### src/rtl/muldiv_pkg.sv
// rtl/muldiv_pkg.sv - shared op and FSM state encodings for muldiv_unit
// Purpose: op select codes, FSM state encoding and a divide-class helper.
// Ports: none (package).
package muldiv_pkg;

  typedef enum logic [1:0] {
    OP_MULLO = 2'b00,
    OP_MULHI = 2'b01,
    OP_DIVQ  = 2'b10,
    OP_DIVR  = 2'b11
  } op_t;

  typedef enum logic [1:0] {
    ST_IDLE = 2'b00,
    ST_BUSY = 2'b01,
    ST_DONE = 2'b10
  } state_t;

  function automatic logic is_div(op_t o);
    return (o == OP_DIVQ) || (o == OP_DIVR);
  endfunction

endpackage

### src/rtl/muldiv_unit.sv
// rtl/muldiv_unit.sv - iterative unsigned multiply/divide unit with register-file writeback
// Purpose: one-bit-per-cycle shift-add multiply and restoring divide.
// Ports:
//   clk, rst        clock, synchronous active-high reset
//   start, op       request and operation select (MULLO/MULHI/DIVQ/DIVR)
//   a, b, dest      operands and destination register address
//   busy, done      iterating flag, one-cycle completion pulse
//   divByZero       qualifies done for a divide with b==0
//   write, writeAddr, writeValue  registered register-file write port
module muldiv_unit
  import muldiv_pkg::*;
#(
  parameter int width    = 32,
  parameter int regCount = 32
) (
  input  logic                        clk,
  input  logic                        rst,
  input  logic                        start,
  input  logic [1:0]                  op,
  input  logic [width-1:0]            a,
  input  logic [width-1:0]            b,
  input  logic [$clog2(regCount)-1:0] dest,
  output logic                        busy,
  output logic                        done,
  output logic                        divByZero,
  output logic                        write,
  output logic [$clog2(regCount)-1:0] writeAddr,
  output logic [width-1:0]            writeValue
);

  localparam int CW = $clog2(width + 1);
  localparam int AW = $clog2(regCount);
  localparam logic [CW-1:0] LAST = CW'(width - 1);

  state_t           state;
  op_t              op_q;
  logic [AW-1:0]    dest_q;
  logic [CW-1:0]    cnt;
  // hi: product upper half / partial remainder
  // lo: multiplier being shifted out / dividend shifting into quotient
  // opnd: multiplicand or divisor
  logic [width-1:0] hi;
  logic [width-1:0] lo;
  logic [width-1:0] opnd;

  logic [width-1:0] hi_nx;
  logic [width-1:0] lo_nx;
  logic [width-1:0] result;
  logic [width:0]   sum;
  logic [width:0]   shifted;
  logic [width:0]   diff;

  op_t op_in;
  assign op_in = op_t'(op);

  assign sum     = {1'b0, hi} + (lo[0] ? {1'b0, opnd} : '0);
  assign shifted = {hi, lo[width-1]};
  assign diff    = shifted - {1'b0, opnd};

  always_comb begin
    hi_nx = hi;
    lo_nx = lo;
    if (is_div(op_q)) begin
      // Restoring step: keep the trial subtraction only when it did not borrow.
      if (!diff[width]) begin
        hi_nx = diff[width-1:0];
        lo_nx = {lo[width-2:0], 1'b1};
      end else begin
        hi_nx = shifted[width-1:0];
        lo_nx = {lo[width-2:0], 1'b0};
      end
    end else begin
      // Shift-add step: carry of the add becomes the new product MSB.
      hi_nx = sum[width:1];
      lo_nx = {sum[0], lo[width-1:1]};
    end
  end

  always_comb begin
    result = lo_nx;
    case (op_q)
      OP_MULLO: result = lo_nx;
      OP_MULHI: result = hi_nx;
      OP_DIVQ:  result = lo_nx;
      OP_DIVR:  result = hi_nx;
      default:  result = lo_nx;
    endcase
  end

  always_ff @(posedge clk) begin
    if (rst) begin
      state      <= ST_IDLE;
      cnt        <= '0;
      busy       <= 1'b0;
      done       <= 1'b0;
      write      <= 1'b0;
      divByZero  <= 1'b0;
      writeAddr  <= '0;
      writeValue <= '0;
      op_q       <= OP_MULLO;
      dest_q     <= '0;
      hi         <= '0;
      lo         <= '0;
      opnd       <= '0;
    end else begin
      case (state)
        ST_IDLE, ST_DONE: begin
          done      <= 1'b0;
          write     <= 1'b0;
          divByZero <= 1'b0;
          busy      <= 1'b0;
          state     <= ST_IDLE;
          if (start) begin
            op_q   <= op_in;
            dest_q <= dest;
            cnt    <= '0;
            hi     <= '0;
            opnd   <= is_div(op_in) ? b : a;
            lo     <= is_div(op_in) ? a : b;
            if (is_div(op_in) && (b == '0)) begin
              // Divide by zero finishes immediately with fixed results.
              state      <= ST_DONE;
              done       <= 1'b1;
              write      <= 1'b1;
              divByZero  <= 1'b1;
              writeAddr  <= dest;
              writeValue <= (op_in == OP_DIVQ) ? '1 : a;
            end else begin
              state <= ST_BUSY;
              busy  <= 1'b1;
            end
          end
        end
        ST_BUSY: begin
          hi  <= hi_nx;
          lo  <= lo_nx;
          cnt <= cnt + CW'(1);
          if (cnt == LAST) begin
            state      <= ST_DONE;
            busy       <= 1'b0;
            done       <= 1'b1;
            write      <= 1'b1;
            writeAddr  <= dest_q;
            writeValue <= result;
          end
        end
        default: state <= ST_IDLE;
      endcase
    end
  end

endmodule

### config.mk
export PLATFORM = sky130hd
export DESIGN_NAME = muldiv_unit
export DESIGN_NICKNAME = d
export VERILOG_FILES = /design/src/rtl/muldiv_pkg.sv /design/src/rtl/muldiv_unit.sv
export SDC_FILE = /design/constraint.sdc
export NUM_CORES = 1
export LEC_CHECK = 0
export ABC_AREA = 1
export BUFFER_PORTS_ARGS = -buffer_cell sky130_fd_sc_hd__buf_2
export CELL_PAD_IN_SITES_DETAIL_PLACEMENT = 1
export CELL_PAD_IN_SITES_GLOBAL_PLACEMENT = 1
export CORE_ASPECT_RATIO = 1.2
export CORE_MARGIN = 3
export CORE_UTILIZATION = 42
export CTS_CLUSTER_DIAMETER = 200
export DETAILED_ROUTE_END_ITERATION = 6
export PLACE_DENSITY = 0.92
export SLEW_MARGIN = 5
export SYNTH_ARGS = -nofsm -noshare
export SYNTH_HDL_FRONTEND = slang
export SYNTH_SLANG_ARGS = --single-unit
### constraint.sdc
create_clock -name clk -period 3.8 [get_ports clk]
set_clock_uncertainty 0.2 [all_clocks]
set_input_delay 0.95 -clock clk [delete_from_list [all_inputs] [get_ports clk]]
set_output_delay 0.95 -clock clk [all_outputs]
set_load 0.02 [all_outputs]
==> run metrics, run 1 <==
post-route clock period utilization=0.8815; cts repair resizes=0; row count=71; relative slew slack=0.3772; hold buffers post-CTS=0; sw power=about 1.9 mW; FFs w/ async S/R, synth=0; GRT Residual Overflow=0; final net count=between 2000 and 3000; vias per cell=5.655; Avg Synthesized Cell Area=around 5.6 sq um; Starting Density=0.4299; ANT cells=0; switching share of power=0.3730; die height=~200 um; Int Pwr=between 3 and 4 mW; num ports=115; Die Footprint=0.03457 sq mm; CTS root buffer=clkbuf_16; FF+latch count, synth=about 150; postcts setup bufs=0; startpoint types=flip-flop; Worst-Margin Slew=~0.93 ns; Reg power frac=0.348; CTS Buf Count=17; die width=170.2 um; antenna violations before repair=0; Post-synth top flop=dfxtp_1; Sequential Area=around 0.003 sq mm; Distinct cells, synth=between 40 and 50; DPL Wire Length=about 44 mm; Final setup viols=0; fillers=about 4600; Post-Syn Area=approximately 0.014 sq mm; gr usage total=0.3310; Pwr Density=roughly 330 mW/mm^2; CP Capture Type=flip-flop; Synthesized Nets=~2600; # DRC=0; Setup WS pre-CTS=0.2512 ns; Final Slew Violations=0; first-pass GRT wire length=90.87 mm; number of max-cap violations=0; final weighted congestion in routability-driven placement=about 0.96; fin crit period=around 3.3 ns; Layout area overhead=10.88%; RSZ-0062 raised after global routing=no; clock share of power=0.359; # port buffers=114; Final Hold Violating Endpoints=0; outcome=finished, final reports clean; final wirelength=about 58 mm; post-synthesis sequential area ratio=0.2224; Crit path required time=approximately 4.0 ns; First-pass DRT Iterations=5; H-tree depth=4; f_max=approximately 300 MHz; share of cells above drive strength 1=0.09459; Pleak=roughly 8.3 nW; Vias=roughly 16000; Worst VDD drop=about 330 uV; Routed WL per cell=slightly below 20 um; worst setup margin=between 0.4 and 0.5 ns; Num Clock Sinks=151; CP arrival=3.51 ns; Mapped Cells=about 2400; Longest Clk Path Bufs=2; First DRT Iteration DRCs=1146; CTS tree=done; Ys Warns=0; clock-pin slew on the worst setup and hold paths=roughly 0.070 ns; Routed Antenna Nets=0; Max FO, Critical Path=9; area of the multi-input gates=around 0.0085 sq mm; Placed Area=between 0.01 and 0.015 sq mm; CORE AREA=about 0.032 sq mm; Worst-Skew Late Latency=~0.44 ns; pin count of the biggest net entering global routing=98; most common cell after layout, fill and taps aside=nand2_1; Setup TNS=0 ns; most frequent cells in the layout=nand2_1, inv_1, a21oi_1; Post-synth EDFFs=0; Comb power frac=0.292; vias in the first global route=17050; final instance area=about 0.015 sq mm; worst min-delay path class=flip-flop to flip-flop; CP Class=flip-flop to flip-flop
## synth_stat cells (16+ instances only)
master	n	area, sq um
nand2_1	744	2793
inv_1	416	1562
a21oi_1	243	1216
nor2_1	187	701.9
o21ai_0	169	845.8
dfxtp_1	151	3023
nand3_1	147	735.7
clkbuf_1	71	266.5
ha_1	65	813.3
nand2_2	18	112.6
a211oi_1	17	127.6
buf_1	16	60.06
o22ai_1	16	100.1
## registers in the layout, indices dropped and copies added (netlist names)
signal,flops
busy,1
state,2
writeValue,32
writeAddr,5
lo,32
op_q,2
divByZero,1
cnt,6
hi,32
dest_q,5
write,1
opnd,32
## cell families after synthesis
family / after synthesis / share of synthesized area
compound gates: 489 / 0.1927
xor+xnor: 17 / 0.01095
fa+ha+maj: 67 / 0.06277
buf+inv: 535 / 0.1518
flops: 151 / 0.2224
simple gates: 1170 / 0.3594
## stage by stage
stage          instances  hold slack [ns]    util  total power, mW
2_1_floorplan       2429           0.2475       -            2.686
3_3_place_gp        2864           0.2605  0.4575            3.116
3_5_place_dp        2864           0.2635  0.4575            3.166
4_1_cts             2896           0.2870  0.4766            4.945
5_1_grt             2896           0.3176  0.4766            5.187
6_report            2896           0.2813  0.4766            4.965
## per-layer routing
| metal | up-vias | GRT usage | routed length [um] |
|---|---|---|---|
| li1 | 7753 | - | - |
| met1 | 7909 | 0.4193 | 24370 |
| met2 | 572 | 0.5763 | 27900 |
| met3 | 142 | 0.03019 | 2954 |
| met4 | 0 | 0.1325 | 2361 |
| met5 | - | 0 | 0 |
## area by class of cell
| class | count | area share |
|---|---|---|
| clock inverters | 10 | 0.007886 |
| well taps | 401 | 0.03329 |
| inverters | 427 | 0.1063 |
| clock buffers | 22 | 0.03212 |
| multi-input cells | 1743 | 0.5655 |
| repair buffers | 142 | 0.05429 |
| flip-flops and latches | 151 | 0.2006 |
## worst max-delay path: stages, from the launching register on
cell	delay, ns
dfxtp_1	0.32
inv_1	0.17
ha_1	0.25
inv_1	0.10
fa_1	0.44
nand2_1	0.12
nand2_1	0.08
nand3_2	0.10
nand2_4	0.08
nand2_4	0.08
nand2_4	0.05
nand2_4	0.08
nand2_2	0.07
nand2_1	0.17
nand3_2	0.38
nand3_1	0.20
nand2_1	0.07
inv_1	0.07
nand2_1	0.07
a21oi_1	0.17
## final timing paths
check / start / endpoint / slack (ns) / depth (start not counted)
setup / recovery: lo[31]$_SDFFE_PP0P_ / writeValue[0]$_SDFFE_PP0P_ / 0.45 / 19
hold / removal: dest_q[0]$_SDFFE_PP0P_ / dest_q[0]$_SDFFE_PP0P_ / 0.28 / 2
setup reg to reg: lo[31]$_SDFFE_PP0P_ / writeValue[0]$_SDFFE_PP0P_ / 0.45 / 19
hold reg to reg: dest_q[0]$_SDFFE_PP0P_ / dest_q[0]$_SDFFE_PP0P_ / 0.28 / 2
## power by group through the flow
stage	combinational, mW	sequential [mW]	clock [mW]
after floorplan	0.966	1.72	0
after global placement	1.36	1.75	0
after detailed placement	1.41	1.76	0
after CTS	1.43	1.72	1.79
after global routing	1.60	1.73	1.85
final	1.45	1.73	1.78
Note: power is estimated with default switching activity, not from simulation.
==> run 2, diff against run 1 <==
--- a/config.mk
+++ b/config.mk
@@ -8,4 +8,5 @@
 export ABC_AREA = 1
 export BUFFER_PORTS_ARGS = -buffer_cell sky130_fd_sc_hd__buf_2
+export CAP_MARGIN = 15
 export CELL_PAD_IN_SITES_DETAIL_PLACEMENT = 1
 export CELL_PAD_IN_SITES_GLOBAL_PLACEMENT = 1
@@ -16,4 +17,5 @@
 export DETAILED_ROUTE_END_ITERATION = 6
 export PLACE_DENSITY = 0.92
+export RECOVER_POWER = 25
 export SLEW_MARGIN = 5
 export SYNTH_ARGS = -nofsm -noshare
==> constraint.sdc (replaced) <==
create_clock -name clk -period 3.8 [get_ports clk]
set_clock_uncertainty 0.2 [all_clocks]
set_input_delay 0.95 -clock clk [delete_from_list [all_inputs] [get_ports clk]]
set_output_delay 0.95 -clock clk [all_outputs]
set_load 0.1 [all_outputs]
==> run 2 against run 1 <==
Compared with the run above: total power fell by 0.11%; fmax fell by 3.5%; highest routed layer unchanged; the run now ends with max-capacitance violations, max-slew violations left; largest cell class unchanged; critical endpoint is now op_q[0]$_SDFFE_PP0P_; global-route usage did not move; clock power barely moved; first-iteration DRC count rose by 3.1%; via count fell by 0.16%.
==> run metrics, run 2 (synthesis gave the netlist of run 1 again) <==
DPL Wire Length=43.69 mm (unchanged); first-pass GRT wire length=90.87 mm (unchanged); relative slew slack=-0.1444 (was 0.3772); slowest CP cell=clkbuf_1 (was fa_1); most common cell after layout, fill and taps aside=nand2_1 (unchanged); fillers=4580 (was 4571); pin count of the biggest net entering global routing=98 (unchanged); CP top delay family=buffers and inverters (was simple AND/OR/NAND/NOR gates); cells along the critical path=buf_2 > inv_1 > clkbuf_1 > o21ai_0 > a21oi_1 (was inv_1 > ha_1 > inv_1 > fa_1 > nand2_1 > nand2_1 > nand3_2 > nand2_4 > nand2_4 > nand2_4 > nand2_4 > nand2_2 > nand2_1 > nand3_2 > nand3_1 > nand2_1 > inv_1 > nand2_1 > a21oi_1); Max FO, Critical Path=49 (was 9); area of the multi-input gates=0.008511 sq mm (was 0.008523 sq mm); CP arrival=3.64 ns (was 3.51 ns); Longest Clk Path Bufs=2 (unchanged); Num Clock Sinks=151 (unchanged); Worst-Skew Late Latency=0.44 ns (about the same); vias per cell=5.646 (was 5.655); worst setup margin=0.3299 ns (was 0.4503 ns); vias in the first global route=17050 (unchanged); Final Hold Violating Endpoints=0 (unchanged); H-tree depth=4 (unchanged); Overall Power=4.959 mW (was 4.965 mW); CP Class=input port to flip-flop (was flip-flop to flip-flop); number of max-cap violations=1 (was 0); CORE AREA=0.03163 sq mm (unchanged); Final Slew Violations=37 (was 0); final weighted congestion in routability-driven placement=0.9593 (unchanged); # port buffers=114 (unchanged); Setup TNS=0 ns (unchanged); GRT Residual Overflow=0 (unchanged); failing checks=max-capacitance violations, max-slew violations; CP Capture Type=flip-flop (unchanged); CTS Buf Count=17 (unchanged); CP bufs+invs=3 (unchanged); startpoint types=input port (was flip-flop); Finished Layout Cells=2896 (unchanged); clock-pin slew on the worst setup and hold paths=0.07 ns (about the same); share of cells above drive strength 1=0.09178 (was 0.09459); antenna violations before repair=0 (unchanged); Setup WS pre-CTS=0.2512 ns (unchanged); f_max=288.2 MHz (was 298.5 MHz); die width=170.2 um (unchanged); Routed Antenna Nets=0 (unchanged); row count=71 (unchanged); CTS root buffer=clkbuf_16 (unchanged); postcts setup bufs=0 (unchanged); Worst-Margin Slew=1.717 ns (was 0.9342 ns); Pleak=8.297 nW (was 8.322 nW); final net count=2623 (unchanged); Routed WL per cell=19.87 um (was 19.89 um); worst min-delay path class=flip-flop to flip-flop (unchanged); Worst VDD drop=333.4 uV (was 333.8 uV); placed cell count=2864 (unchanged); RSZ-0062 raised after global routing=no (unchanged); num ports=115 (unchanged); most frequent cells in the layout=nand2_1, inv_1, a21oi_1 (unchanged); Die Footprint=0.03457 sq mm (unchanged); Sequential Area=0.003024 sq mm (unchanged); First-pass DRT Iterations=5 (unchanged); post-route clock period utilization=0.9132 (was 0.8815); cts repair resizes=0 (unchanged); fin crit period=3.470 ns (was 3.350 ns); CTS tree=done (unchanged); Layout area overhead=10.54% (was 10.88%); # DRC=0 (unchanged); final hold slack=0.2815 ns (was 0.2813 ns); outcome=finished, violations left (was finished, final reports clean); hold buffers post-CTS=0 (unchanged); Crit path required time=3.97 ns (was 3.96 ns); CP max stage delay=1.04 ns (was 0.44 ns); die height=203.1 um (unchanged); ANT cells=0 (unchanged); gr usage total=0.3310 (unchanged); Starting Density=0.4299 (unchanged); Final setup viols=0 (unchanged); final wirelength=57.54 mm (was 57.59 mm); First DRT Iteration DRCs=1182 (was 1146); Pwr Density=330.0 mW/mm^2 (was 329.4 mW/mm^2); Vias=16350 (was 16380)
[run 2: cell types whose count changed in the layout (fill, tap and decap cells not counted), sizes merged]
cell | before | now
buf | 142 | 135
clkbuf | 22 | 29
[run 2: final timing paths]
path | from | end | slack (ns) | cells past startpoint
min | dest_q[0]$_SDFFE_PP0P_ | dest_q[0]$_SDFFE_PP0P_ | 0.28 | 2
max | rst | op_q[0]$_SDFFE_PP0P_ | 0.33 | 5
max reg2reg | lo[31]$_SDFFE_PP0P_ | writeValue[0]$_SDFFE_PP0P_ | 0.44 | 19
min reg2reg | dest_q[0]$_SDFFE_PP0P_ | dest_q[0]$_SDFFE_PP0P_ | 0.28 | 2
[run 2: through the flow]
| stage | util | cell area [sq um] |
|---|---|---|
| 2_1_floorplan | - | 13590 |
| 3_3_place_gp | 0.4575 | 14470 |
| 3_5_place_dp | 0.4575 | 14470 |
| 4_1_cts | 0.4766 | 15070 |
| 5_1_grt | 0.4752 | 15030 |
| 6_report | 0.4752 | 15030 |
[run 2: report_power, final]
part	internal (mW)	switching [mW]	leakage [nW]
clock	1.04	0.743	0.289
sequential	1.65	0.0766	1.23
combinational	0.417	1.03	6.78
total	3.11	1.85	8.30
[run 2: area by class of cell]
cell class / count / share of cell area
clock buffers: 22 / 0.03222
clock inverters: 10 / 0.007910
inverters: 427 / 0.1067
multi-input cells: 1743 / 0.5664
flip-flops and latches: 151 / 0.2012
well taps: 401 / 0.03339
repair buffers: 142 / 0.05221
[run 2: routing by layer]
metal	share of wire	global-route usage	vias up
met2	0.49	0.5763	585
met4	0.040	0.1325	0
met1	0.42	0.4193	7870
li1	-	-	7758
met5	0	0	-
met3	0.055	0.03019	137
[run 2: tightest hold or removal path: stages, from the launching register on]
cell and delay, ns:
dfxtp_1 0.32, nor2_1 0.04, nor2_1 0.08
